**config.mk**
```make
export PLATFORM = sky130hd
export DESIGN_NAME = uart_rx_frame
export DESIGN_NICKNAME = d
export VERILOG_FILES = /design/src/rtl/uart_rx_frame_pkg.sv /design/src/rtl/uart_rx_frame_buf.sv /design/src/rtl/uart_rx_frame.sv
export SDC_FILE = /design/constraint.sdc
export NUM_CORES = 1
export LEC_CHECK = 0
export ABC_AREA = 1
export CELL_PAD_IN_SITES_DETAIL_PLACEMENT = 0
export CELL_PAD_IN_SITES_GLOBAL_PLACEMENT = 2
export CORE_ASPECT_RATIO = 1.1
export CORE_UTILIZATION = 38
export CTS_CLUSTER_SIZE = 8
export DETAILED_ROUTE_END_ITERATION = 10
export GPL_TIMING_DRIVEN = 0
export PLACE_DENSITY_LB_ADDON = 0.25
export SYNTH_ARGS = -nofsm -noshare
export SYNTH_HDL_FRONTEND = slang
export SYNTH_HIERARCHICAL = 1
export SYNTH_SLANG_ARGS = --single-unit
```
**constraint.sdc**
```tcl
create_clock -name clk -period 2 [get_ports clk]
set_input_delay 0.5 -clock clk [delete_from_list [all_inputs] [get_ports clk]]
set_output_delay 0.5 -clock clk [all_outputs]
set_load 0.05 [all_outputs]
```
**src/rtl/uart_rx_frame_pkg.sv**
```systemverilog
// Shared definitions for the UART frame receiver: FSM states, error codes
// and small byte-level helper functions.
package uart_rx_frame_pkg;

  typedef enum logic [2:0] {
    ST_IDLE    = 3'd0,
    ST_LEN     = 3'd1,
    ST_PAYLOAD = 3'd2,
    ST_CSUM    = 3'd3,
    ST_HOLD    = 3'd4
  } state_e;

  localparam logic [2:0] ERR_UART    = 3'd0;
  localparam logic [2:0] ERR_LEN     = 3'd1;
  localparam logic [2:0] ERR_CSUM    = 3'd2;
  localparam logic [2:0] ERR_TIMEOUT = 3'd3;
  localparam logic [2:0] ERR_OVERRUN = 3'd4;

  // A length byte is acceptable when it is in 1..max_len.
  function automatic logic len_ok(input logic [7:0] b, input int max_len);
    return (b != 8'd0) && (int'({24'd0, b}) <= max_len);
  endfunction

  // Running frame checksum: plain XOR of LEN and every payload byte.
  function automatic logic [7:0] csum_step(input logic [7:0] acc, input logic [7:0] b);
    return acc ^ b;
  endfunction

endpackage

```
**src/rtl/uart_rx_frame_buf.sv**
```systemverilog
// Payload buffer: DEPTH x 8 simple dual-port RAM, synchronous write,
// registered read. The read register is cleared by reset; the array is not.
module uart_rx_frame_buf
  import uart_rx_frame_pkg::*;
#(
  parameter int DEPTH = 16,
  parameter int AW    = 4
) (
  input  logic          clk,
  input  logic          rst,
  input  logic          i_wr_en,
  input  logic [AW-1:0] i_wr_addr,
  input  logic [7:0]    i_wr_data,
  input  logic [AW-1:0] i_rd_addr,
  output logic [7:0]    o_rd_data
);

  logic [7:0] r_mem [DEPTH];
  logic [7:0] r_rd_data;

  // Write port: one byte per enabled cycle, no reset so it maps onto block RAM.
  always_ff @(posedge clk) begin
    if (i_wr_en) begin
      r_mem[i_wr_addr] <= i_wr_data;
    end
  end

  // Read port: registered data, one-cycle latency, cleared by reset.
  always_ff @(posedge clk) begin
    if (rst) begin
      r_rd_data <= 8'd0;
    end else begin
      r_rd_data <= r_mem[i_rd_addr];
    end
  end

  assign o_rd_data = r_rd_data;

endmodule

```
**src/rtl/uart_rx_frame.sv**
```systemverilog
// Frame parser behind uart_rx: hunts SYNC, collects [LEN][PAYLOAD][CSUM],
// holds the checked payload for a ready/valid consumer and reports errors.
module uart_rx_frame
  import uart_rx_frame_pkg::*;
#(
  parameter int         CLK_HZ       = 100_000_000,
  parameter int         BAUD         = 115200,
  parameter int         MAX_LEN      = 16,
  parameter logic [7:0] SYNC_BYTE    = 8'hA5,
  parameter int         TIMEOUT_BITS = 20
) (
  input  logic                         clk,
  input  logic                         rst,
  input  logic                         rx_ready,
  input  logic                         rx_error,
  input  logic [7:0]                   rx_val,
  output logic                         pkt_valid,
  input  logic                         pkt_ready,
  output logic [$clog2(MAX_LEN+1)-1:0] pkt_len,
  input  logic [$clog2(MAX_LEN)-1:0]   rd_addr,
  output logic [7:0]                   rd_data,
  output logic                         pkt_err,
  output logic [2:0]                   err_code,
  output logic [7:0]                   err_count
);

  localparam int LEN_W   = $clog2(MAX_LEN + 1);
  localparam int AW      = $clog2(MAX_LEN);
  localparam int BIT_CYC = CLK_HZ / BAUD;
  localparam int TO_CYC  = BIT_CYC * TIMEOUT_BITS;
  localparam int TO_W    = $clog2(TO_CYC + 1);
  localparam logic [TO_W-1:0]  TO_LAST = TO_W'(TO_CYC - 1);
  localparam logic [LEN_W-1:0] LEN_ONE = LEN_W'(1);

  state_e            r_state;
  logic [AW-1:0]     r_idx;
  logic [7:0]        r_csum;
  logic [LEN_W-1:0]  r_len;
  logic [TO_W-1:0]   r_to_cnt;
  logic              r_pkt_valid;
  logic              r_pkt_err;
  logic [2:0]        r_err_code;
  logic [7:0]        r_err_count;

  state_e            w_state_nxt;
  logic [AW-1:0]     w_idx_nxt;
  logic [7:0]        w_csum_nxt;
  logic [LEN_W-1:0]  w_len_nxt;
  logic [TO_W-1:0]   w_to_nxt;
  logic              w_err_set;
  logic [2:0]        w_err_code_nxt;
  logic [7:0]        w_err_count_nxt;
  logic              w_wr_en;
  logic              w_nxt_active;

  // Next-state and datapath updates; error priority is rx_error, then byte, then timeout.
  always_comb begin
    w_state_nxt    = r_state;
    w_idx_nxt      = r_idx;
    w_csum_nxt     = r_csum;
    w_len_nxt      = r_len;
    w_err_set      = 1'b0;
    w_err_code_nxt = r_err_code;
    w_wr_en        = 1'b0;

    case (r_state)
      ST_IDLE: begin
        if (rx_ready && !rx_error && (rx_val == SYNC_BYTE)) begin
          w_state_nxt = ST_LEN;
        end else begin
          w_state_nxt = ST_IDLE;
        end
      end

      ST_LEN, ST_PAYLOAD, ST_CSUM: begin
        if (rx_error) begin
          // A line error kills the frame; a byte strobed alongside it is dropped.
          w_err_set      = 1'b1;
          w_err_code_nxt = ERR_UART;
          w_state_nxt    = ST_IDLE;
        end else if (rx_ready) begin
          case (r_state)
            ST_LEN: begin
              if (len_ok(rx_val, MAX_LEN)) begin
                w_len_nxt   = rx_val[LEN_W-1:0];
                w_csum_nxt  = rx_val;
                w_idx_nxt   = '0;
                w_state_nxt = ST_PAYLOAD;
              end else begin
                w_err_set      = 1'b1;
                w_err_code_nxt = ERR_LEN;
                w_state_nxt    = ST_IDLE;
              end
            end
            ST_PAYLOAD: begin
              w_wr_en    = 1'b1;
              w_csum_nxt = csum_step(r_csum, rx_val);
              w_idx_nxt  = r_idx + AW'(1);
              if (LEN_W'(r_idx) == (r_len - LEN_ONE)) begin
                w_state_nxt = ST_CSUM;
              end else begin
                w_state_nxt = ST_PAYLOAD;
              end
            end
            default: begin
              if (rx_val == r_csum) begin
                w_state_nxt = ST_HOLD;
              end else begin
                w_err_set      = 1'b1;
                w_err_code_nxt = ERR_CSUM;
                w_state_nxt    = ST_IDLE;
              end
            end
          endcase
        end else if (r_to_cnt == TO_LAST) begin
          // The counter reaches TO_CYC on this edge: give up on the frame.
          w_err_set      = 1'b1;
          w_err_code_nxt = ERR_TIMEOUT;
          w_state_nxt    = ST_IDLE;
        end else begin
          w_state_nxt = r_state;
        end
      end

      ST_HOLD: begin
        // Any byte arriving while the buffer is owned by the consumer is lost.
        if (rx_ready) begin
          w_err_set      = 1'b1;
          w_err_code_nxt = ERR_OVERRUN;
        end else begin
          w_err_set = 1'b0;
        end
        if (pkt_ready) begin
          w_state_nxt = ST_IDLE;
        end else begin
          w_state_nxt = ST_HOLD;
        end
      end

      default: begin
        w_state_nxt = ST_IDLE;
      end
    endcase
  end

  // Inter-byte timer and saturating error counter next values.
  always_comb begin
    w_nxt_active = (w_state_nxt == ST_LEN) || (w_state_nxt == ST_PAYLOAD) ||
                   (w_state_nxt == ST_CSUM);
    if (rx_ready || !w_nxt_active) begin
      w_to_nxt = '0;
    end else begin
      w_to_nxt = r_to_cnt + TO_W'(1);
    end
    if (w_err_set && (r_err_count != 8'hFF)) begin
      w_err_count_nxt = r_err_count + 8'd1;
    end else begin
      w_err_count_nxt = r_err_count;
    end
  end

  // State and datapath registers with synchronous reset.
  always_ff @(posedge clk) begin
    if (rst) begin
      r_state     <= ST_IDLE;
      r_idx       <= '0;
      r_csum      <= 8'd0;
      r_len       <= '0;
      r_to_cnt    <= '0;
      r_pkt_valid <= 1'b0;
      r_pkt_err   <= 1'b0;
      r_err_code  <= 3'd0;
      r_err_count <= 8'd0;
    end else begin
      r_state     <= w_state_nxt;
      r_idx       <= w_idx_nxt;
      r_csum      <= w_csum_nxt;
      r_len       <= w_len_nxt;
      r_to_cnt    <= w_to_nxt;
      r_pkt_valid <= (w_state_nxt == ST_HOLD);
      r_pkt_err   <= w_err_set;
      r_err_code  <= w_err_code_nxt;
      r_err_count <= w_err_count_nxt;
    end
  end

  uart_rx_frame_buf #(
    .DEPTH (MAX_LEN),
    .AW    (AW)
  ) u_buf (
    .clk       (clk),
    .rst       (rst),
    .i_wr_en   (w_wr_en),
    .i_wr_addr (r_idx),
    .i_wr_data (rx_val),
    .i_rd_addr (rd_addr),
    .o_rd_data (rd_data)
  );

  assign pkt_valid = r_pkt_valid;
  assign pkt_len   = r_len;
  assign pkt_err   = r_pkt_err;
  assign err_code  = r_err_code;
  assign err_count = r_err_count;

endmodule

```
==> results_dict.tcl, run 1 <==
set metrics [dict create \
    gp_congestion 0.818 \
    rows 56 \
    stdcell_area_mm2 0.00984 \
    via_per_inst 4.79 \
    layout-drive-gt1-share_pct 13.8 \
    drv_cap 0 \
    first_global_vias 5776 \
    cts_tree "done" \
    yosysTopAreaCellShare_pct 46.2 \
    comb_power_share_pct 6.0 \
    fin_crit_sh_pct 97.3 \
    htreeDepth 4 \
    crit_chain "clkdlybuf4s50_1, nand2_1, inv_2, nand2_1, inv_2, nand3b_1, nor2_2" \
    power_frac_seq_pct 53.0 \
    hp-start "r_to_cnt[0]$_SDFF_PP0_" \
    totalWireLength_um 20900 \
    die_w_um 143 \
    synthCells 889 \
    remaining_drc_errors 0 \
    ys_top_cells_by_area "edfxtp_1 (46%), dfxtp_1 (13%), nand2_1 (12%)" \
    arrival_ns 2.01 \
    numCtsBuffers 17 \
    slew-limit-headroom_pct 63.6 \
    min_path_type "flip-flop to flip-flop" \
    yosysMostFrequentCell "nand2_1" \
    vias 6039 \
    hold_ws_ns 0.451 \
    p_sw_share_pct 22.8 \
    cts_root_buf "clkbuf_16" \
    initial_core_util_pct 38.9 \
    antenna_found_initial 0 \
    syn_area_mm2 0.00831 \
    hold_buffers 0 \
    die_height_um 157 \
    synth-edff-count 128 \
    fin_ws_ns 0.0544 \
    reg2reg_to "u_buf/r_mem[11][2]$_DFFE_PP_" \
    port_buffers 39 \
    max-vdd-ir-drop_mv 0.569 \
    synthArstFlopShare_pct 0 \
    clk_path_buf_depth 2 \
    crit_start "rx_ready" \
    reg2reg_depth 5 \
    hpwl_um 14400 \
    outcome "finished clean" \
    pre_cts_ws_ns -1.09 \
    fill_cells 2131 \
    coreArea_mm2 0.0214 \
    worstPathMaxFanout 8 \
    syn_area_per_cell_um2 9.35 \
    ys_ff_latch 184 \
    synth_warnings 6 \
    first_pass_iters 5 \
    yosysTopAreaCell "edfxtp_1" \
    grt_overflow 0 \
    placed_area_mm2 0.00906 \
    p_int_mw 5.94 \
    cp_slowest_cell "clkdlybuf4s50_1" \
    grtUsageTotal_pct 19.9 \
    insertedDiodeCount 0 \
    pwr-share-clk_pct 40.9 \
    grt_max_degree 21 \
    cp.required_ns 2.07 \
    ios 43 \
    cts.clk_slew.worst_paths_ns 0.07 \
    routedWlPerCell_um 16.5 \
    reg2reg_from "r_state[0]$_SDFF_PP0_" \
    p_switching_mw 1.76 \
    grt_pass1_wl_um 32700 \
    critPathCaptureType "flip-flop" \
    final_antenna_net_count 0 \
    critPathLaunchType "input pin" \
    design.die.area_mm2 0.0225 \
    synth.distinct_cells 43 \
    finalHoldViolCount 0 \
    syn_to_final_growth_pct 18.4 \
    cp_num_buf_inv 3 \
    slowest_delay_ns 0.52 \
    clock_sinks 184 \
    setup_viol_count_final 0 \
    drv_slew 0 \
    hold_depth 1 \
    worstMarginPinSlew_ns 0.546 \
    syn-num-nets 910 \
    synthFlopType "edfxtp_1" \
    synth_top_cells_by_count "nand2_1 (267), edfxtp_1 (128), nand3_1 (97), inv_1 (96), nor2_1 (57)" \
    yosysSeqAreaShare_pct 59.7 \
    post-route-util_pct 46.1 \
    cp_top_family "simple AND/OR/NAND/NOR gates" \
    power_density_mw_per_mm2 781 \
    finalPower_mw 7.69 \
    critPathKind "input pin to flip-flop" \
    hold_path_end "r_to_cnt[0]$_SDFF_PP0_" \
    r2r_slack_ns 0.10 \
    clock_skew_ns 0.0116 \
    p_leak_nw 3.99 \
    first_iter_violations 356 \
    fmax_mhz 514 \
    clk_latency_ns 0.43 \
    post-route-min-period_ns 1.95 \
    finalNetCount 980 \
    path_depth 7 \
]
==> cell type report <==
cell class                 instances  area, µm²  area share, %
buffer                            33        221           2.25
clock buffer                      23        489           4.97
clock inverter                     9       63.8          0.648
inverter                         105        394           4.00
multi-input combinational        567       2850           29.0
sequential                       184       4960           50.4
tap                              290        363           3.69
timing repair buffer              51        494           5.02
==> stage by stage <==
step | instances | setup TNS, ns
2_1_floorplan | 889 | 0
3_3_place_gp | 1218 | -121.57
3_5_place_dp | 1218 | -124.94
4_1_cts | 1260 | -2.74
5_1_grt | 1262 | -0.0262
6_report | 1262 | 0
==> placed cells by master (no fill, tap or decap), drive strengths merged, types with 5 or more instances in the layout <==
cell type      instances
clkdlybuf4s50          5
nand3                101
xnor2                 12
a21oi                 40
xor2                   9
and3                   5
clkbuf                27
buf                   46
nor2                  62
inv                  107
nand2                278
dfxtp                 56
dlygate4sd2           25
edfxtp               128
o21ai                 17
nand4                 15
nor3                   6
==> per-layer routing <==
metal  wire [µm]  global-route usage [%]  vias to the layer above  share of wire [%]
li1            -                       -                     3061                  -
met1        9190                    25.0                     2828                 44
met2       10500                    34.2                      125                 50
met3         818                    3.80                       25                3.9
met4         416                    6.55                        0                2.0
met5           0                       0                        -                  0
==> kinds of logic (layout without fill, tap and decap cells) <==
| logic type | count (synthesis) | in the layout | synth area share (%) |
|---|---|---|---|
| AOI/OAI and AO/OA | 64 | 64 | 4.38 |
| buffers and inverters | 138 | 221 | 7.41 |
| DFF | 184 | 184 | 59.7 |
| and+or+nand+nor | 478 | 478 | 25.7 |
| xor gates and xnor gates | 21 | 21 | 2.21 |
| adders and majority gates | 4 | 4 | 0.602 |
==> power by group through the flow <==
stage / Combinational (mW) / Sequential [mW] / Clock, mW
6_report: 0.464 / 4.08 / 3.15
5_1_grt: 0.510 / 4.08 / 3.39
4_1_cts: 0.476 / 4.08 / 3.24
3_5_place_dp: 0.486 / 4.17 / 0
3_3_place_gp: 0.488 / 4.16 / 0
2_1_floorplan: 0.219 / 4.21 / 0
==> flip-flops by register name, summed over array words and instances, names as in the netlist <==
register and cells:
u_buf/r_mem 128, r_to_cnt 15, err_count 8, r_csum 8, u_buf/o_rd_data 8, pkt_len 5, r_idx 4, err_code 3
r_state 3, pkt_err 1, pkt_valid 1
==> worst max-delay path by stage <==
| stage | end | slack (ns) |
|---|---|---|
| floorplan | err_count[0]$_SDFFE_PP0P_ | 0.18 |
| global placement | err_count[5]$_SDFFE_PP0P_ | -1.09 |
| detailed placement | err_count[5]$_SDFFE_PP0P_ | -1.09 |
| CTS | u_buf/r_mem[12][7]$_DFFE_PP_ | -0.14 |
| global route | u_buf/r_mem[11][6]$_DFFE_PP_ | -0.005 |
| finish | u_buf/r_mem[11][2]$_DFFE_PP_ | 0.05 |
==> what timing repair did <==
| item | 4_1_cts | 5_1_grt |
|---|---|---|
| setup endpoints to repair | 187 | 108 |
| pin swaps | 5 | 3 |
| buffers inserted | 10 | 2 |
| gates resized for setup | 78 | 22 |
Power figures use the tool's default switching activity.
==> run 2, diff against run 1 <==
- REMOVE_ABC_BUFFERS: default -> 1
==> run 2 against run 1 <==
  * Critical path depth stayed put
  * Register-to-register slack better by 0.06 ns
  * Via count shrank 4.2%
  * Largest power group unchanged
  * Routed wire length down 8.0%
==> results_dict.tcl, run 2 (same netlist as run 1, synthesis figures left out) <==
set metrics [dict create \
    grt_max_degree 65 \
    stdcell_area_mm2 0.00969 \
    syn_to_final_growth_pct 16.6 \
    fmax_mhz 516 \
    totalWireLength_um 19200 \
    clock_skew_ns 0.0128 \
    r2r_slack_ns 0.16 \
    worstPathMaxFanout 8 \
    hpwl_um 11900 \
    instances_no_fill 1234 \
    max_flop_register "u_buf/r_mem" \
    power_frac_seq_pct 52.0 \
    htreeDepth 4 \
    coreArea_mm2 0.0214 \
    reg2reg_from "r_state[0]$_SDFF_PP0_" \
    p_switching_mw 1.72 \
    first_iter_violations 322 \
    min_path_type "flip-flop to flip-flop" \
    worstMarginPinSlew_ns 0.720 \
    design.die.area_mm2 0.0225 \
    numCtsBuffers 17 \
    die_height_um 157 \
    cp.required_ns 2.07 \
    clk_latency_ns 0.43 \
    drv_cap 0 \
    via_per_inst 4.69 \
    gp_congestion 0.731 \
    reg_top3 "u_buf/r_mem x128, r_to_cnt x15" \
    max-vdd-ir-drop_mv 0.630 \
    slowest_delay_ns 0.52 \
    routedWlPerCell_um 15.6 \
    p_leak_nw 3.88 \
    remaining_drc_errors 0 \
    fin_tns_setup_ns 0 \
    hold_depth 1 \
    ios 43 \
    hold_buffers 0 \
    die_w_um 143 \
    arrival_ns 2.01 \
    final_antenna_net_count 0 \
    crit_chain "clkdlybuf4s50_1, nand2_1, inv_1, nand2_1, inv_2, nand2_1, nor2_2" \
    p_sw_share_pct 21.9 \
    crit_start "rx_ready" \
    power_density_mw_per_mm2 810 \
    critPathKind "input pin to flip-flop" \
    layout_commonest_cell "nand2_1" \
    finalNetCount 952 \
    hold_path_end "r_to_cnt[0]$_SDFF_PP0_" \
    cts_tree "done" \
    cpMostUsedCell "nand2_1" \
    grt_pass1_wl_um 30300 \
    dp.cells 1189 \
    finalHoldViolCount 0 \
    reg2reg_to "u_buf/r_mem[2][6]$_DFFE_PP_" \
    clock_sinks 184 \
    port_buffers 42 \
    reg2reg_depth 5 \
    outcome "finished clean" \
    first_pass_iters 5 \
    layout-drive-gt1-share_pct 12.0 \
    mostFrequentLayoutCells "nand2_1 (267), edfxtp_1 (128), nand3_1 (96)" \
    initial_core_util_pct 38.9 \
    post-route-min-period_ns 1.94 \
    fin_crit_sh_pct 97.0 \
    cts_root_buf "clkbuf_16" \
    slew-limit-headroom_pct 52.0 \
    cts.clk_slew.worst_paths_ns 0.07 \
    largest_reg_flops 128 \
    hp-start "r_to_cnt[0]$_SDFF_PP0_" \
    insertedDiodeCount 0 \
    vias 5784 \
    rows 56 \
    pwr-share-clk_pct 42.7 \
    critPathCaptureType "flip-flop" \
    cp_slowest_cell "clkdlybuf4s50_1" \
    first_global_vias 5521 \
    clk_path_buf_depth 2 \
    critPathLaunchType "input pin" \
    grt_overflow 0 \
    setup_viol_count_final 0 \
    placed_area_mm2 0.00888 \
    antenna_found_initial 0 \
    p_int_mw 6.13 \
    grt_setup_unrepaired "yes" \
    grtUsageTotal_pct 18.2 \
    comb_power_share_pct 5.4 \
    drv_slew 0 \
]
-- run 2: changes by cell type in the layout (fill, tap and decap cells not counted), moves of 2 or more --
cell / before / now
dlygate4sd1_1: 2 / 0
buf_6: 8 / 0
clkbuf_1: 6 / 1
nor2_4: 16 / 14
clkbuf_8: 2 / 0
nor2_2: 5 / 9
buf_2: 23 / 8
bufinv_16: 0 / 3
inv_2: 11 / 8
clkinv_1: 0 / 3
nor2_1: 41 / 39
-- run 2: worst max-delay path by stage --
stage / depth (start not counted) / end / slack [ns]
after floorplan: 7 / err_count[2]$_SDFFE_PP0P_ / 0.16
after global placement: 7 / u_buf/o_rd_data[7]$_SDFF_PP0_ / -3.43
after detailed placement: 9 / r_idx[3]$_SDFFE_PP0P_ / -1.31
after CTS: 7 / u_buf/r_mem[7][3]$_DFFE_PP_ / -0.17
after global routing: 7 / u_buf/r_mem[2][4]$_DFFE_PP_ / -0.04
final: 7 / u_buf/r_mem[2][6]$_DFFE_PP_ / 0.06
-- run 2: routing by layer --
metal | GRT usage [%] | vias up | routed length (µm)
met5 | 0 | - | 0
met4 | 6.09 | 0 | 277
met3 | 3.01 | 19 | 516
met1 | 22.8 | 2690 | 8770
li1 | - | 2994 | -
met2 | 31.6 | 81 | 9640
-- run 2: per-stage QoR --
stage / setup slack (ns) / power, mW / hold slack [ns] / util, %
after global placement: -3.43 / 4.62 / 0.432 / 41.5
after global routing: -0.0418 / 8.13 / 0.474 / 45.4
after CTS: -0.175 / 7.96 / 0.455 / 45.0
final: 0.0608 / 7.85 / 0.449 / 45.4
after floorplan: 0.160 / 4.37 / 0.418 / -
after detailed placement: -1.31 / 4.61 / 0.438 / 41.5
-- run 2: power groups by stage --
stage | Clock, mW | Combinational (mW) | Sequential [mW]
CTS | 3.44 | 0.434 | 4.08
detailed placement | 0 | 0.445 | 4.17
global route | 3.58 | 0.469 | 4.08
finish | 3.35 | 0.421 | 4.08
floorplan | 0 | 0.162 | 4.21
global placement | 0 | 0.453 | 4.16
-- run 2: timing repair --
| item | in CTS | in global routing |
|---|---|---|
| setup endpoints to repair | 195 | 130 |
| setup buffers | 7 | 6 |
| gates resized for setup | 86 | 24 |
| endpoints found under the hold margin | 0 | 0 |
| pin swaps | 5 | 4 |
-- run 2: worst max-delay path: cells and delay by family --
family                 cells  cell delay, ns
and+or+nand+nor            4            0.77
buffers and inverters      3            0.74
-- run 2: cell type report --
| type | instances | area, µm² |
|---|---|---|
| fill | 2130 | 11700 |
| sequential | 184 | 4960 |
| multi-input combinational | 567 | 2860 |
| timing repair buffer | 56 | 522 |
| clock buffer | 18 | 429 |
| inverter | 105 | 402 |
| tap | 290 | 363 |
| clock inverter | 14 | 156 |
==> run 3, diff against run 2 <==
- clock period: 2 -> 1.84 ns (I/O delays scaled with it)
==> run 3 against run 2 <==
  * Via count up 0.69%
  * First-iteration DRC count unchanged
  * Largest power group unchanged
  * Die area is the same
  * Sequential share of layout area fell by 0.35 points
  * Non-clock buffer count rose by 3
  * Critical endpoint is now err_count[1]
  * Cell count grew 0.24%
  * Global-route usage hardly changed
  * Largest cell class unchanged
  * Clock power grew 8.7%
  * Final area increased by 0.68%
  * Worst setup slack got worse by 0.014 ns
  * Combinational power increased by 9.0%
==> results_dict.tcl, run 3 (same netlist as run 1, synthesis figures left out) <==
set metrics [dict create \
    outcome "finished clean" \
    finalPower_mw 8.53 \
    grtUsageTotal_pct 18.2 \
    cp_slowest_cell "dlygate4sd2_1" \
    via_per_inst 4.71 \
    rows 56 \
    port_buffers 42 \
    critPathLaunchType "flip-flop" \
    htreeDepth 4 \
    hold_depth 1 \
    first_pass_iters 5 \
    critPathCaptureType "primary output" \
    antenna_found_initial 0 \
    syn_to_final_growth_pct 17.4 \
    vias 5824 \
    worstMarginPinSlew_ns 0.725 \
    post-route-util_pct 45.7 \
    final_antenna_net_count 0 \
    slowest_delay_ns 0.54 \
    insertedDiodeCount 0 \
    min_path_type "flip-flop to flip-flop" \
    numCtsBuffers 17 \
    pre_cts_ws_ns -1.43 \
    finalHoldViolCount 0 \
    reg2reg_from "r_state[0]$_SDFF_PP0_" \
    seqCellArea_mm2 0.00496 \
    multi_input_area_mm2 0.00286 \
    grt_pass1_wl_um 30400 \
    routedWlPerCell_um 15.5 \
    totalWireLength_um 19200 \
    reg_top3 "u_buf/r_mem x128, r_to_cnt x15" \
    grt_setup_unrepaired "yes" \
    design.die.area_mm2 0.0225 \
    clk_latency_ns 0.43 \
    grt_max_degree 65 \
    cts.clk_slew.worst_paths_ns 0.07 \
    initial_core_util_pct 38.9 \
    setup_viol_count_final 0 \
    max_flop_register "u_buf/r_mem" \
    critPathKind "flip-flop to primary output" \
    fill_cells 2118 \
    first_global_vias 5565 \
    cp_num_buf_inv 1 \
    gp_congestion 0.731 \
    layout-drive-gt1-share_pct 14.3 \
    largest_reg_flops 128 \
    hold_path_end "r_to_cnt[0]$_SDFF_PP0_" \
    slew-limit-headroom_pct 51.6 \
    clk_path_buf_depth 2 \
    arrival_ns 1.33 \
    die_w_um 143 \
    worstPathMaxFanout 4 \
    drv_cap 0 \
    reg2reg_depth 7 \
    cts_tree "done" \
    clock_skew_ns 0.0122 \
    max-vdd-ir-drop_mv 0.683 \
    drv_slew 0 \
    mostFrequentLayoutCells "nand2_1 (265), edfxtp_1 (128), nand3_1 (94)" \
    remaining_drc_errors 0 \
    die_height_um 157 \
    reg2reg_to "u_buf/r_mem[15][3]$_DFFE_PP_" \
    finalNetCount 955 \
    first_iter_violations 322 \
    crit_start "err_count[1]$_SDFFE_PP0P_" \
    post-route-min-period_ns 1.79 \
    cts_root_buf "clkbuf_16" \
    cp_top_family "buffers and inverters" \
    clock_sinks 184 \
    fin_ws_ns 0.0465 \
    fin_crit_sh_pct 97.5 \
    p_leak_nw 3.86 \
    layout_commonest_cell "nand2_1" \
    coreArea_mm2 0.0214 \
    grt_overflow 0 \
    hp-start "r_to_cnt[0]$_SDFF_PP0_" \
    fmax_mhz 558 \
    hold_buffers 0 \
    hpwl_um 11900 \
    crit_chain "dlygate4sd2_1" \
    r2r_slack_ns 0.07 \
    power_density_mw_per_mm2 874 \
    ios 43 \
    cp.required_ns 1.38 \
    hold_ws_ns 0.454 \
]
[run 3: final cells by class]
type	instances	share of cell area [%]
multi-input combinational	567	29.3
clock inverter	14	1.60
tap	290	3.72
timing repair buffer	59	5.92
inverter	105	4.14
clock buffer	18	4.40
sequential	184	50.9
[run 3: worst max path at each step]
stage                                                to  slack [ns]  cells past startpoint
after floorplan               err_count[2]$_SDFFE_PP0P_     -0.0003                      7
after global placement    u_buf/o_rd_data[7]$_SDFF_PP0_       -3.55                      7
after detailed placement          r_idx[3]$_SDFFE_PP0P_       -1.43                      9
after CTS                         r_idx[3]$_SDFFE_PP0P_       -0.01                     11
after global routing       u_buf/r_mem[11][5]$_DFFE_PP_       -0.04                      5
final                                      err_count[1]        0.05                      1
[run 3: timing repair]
action	4_1_cts	5_1_grt
resized for setup	118	24
pin swaps	10	4
setup buffers	13	3
endpoints found under the setup margin	195	87
[run 3: per-stage QoR]
stage          cells  cell area, µm²  setup TNS, ns
6_report        1237            9760              0
5_1_grt         1237            9760         -0.508
4_1_cts         1234            9710        -0.0119
3_5_place_dp    1189            8880        -153.30
3_3_place_gp    1188            8870        -190.14
2_1_floorplan    856            8090      -0.000331
[run 3: report_power, final]
part | internal, mW | leakage, nW | switching (mW)
Combinational | 0.116 | 1.98 | 0.342
Sequential | 4.43 | 1.60 | 0.00256
Clock | 2.12 | 0.279 | 1.52
Total | 6.67 | 3.86 | 1.87
[run 3: worst register-to-register path: cells and delay by family, from the launching register on]
| family | cells | cell delay, ns |
|---|---|---|
| buf+inv | 3 | 0.37 |
| flops | 1 | 0.39 |
| simple gates | 4 | 0.72 |
[run 3: metal layers]
metal	vias up	GRT usage (%)	part of all wire [%]
li1	3005	-	-
met1	2715	22.6	45
met2	88	32.0	51
met3	16	3.01	2.7
met4	0	6.09	1.4
met5	-	0	0
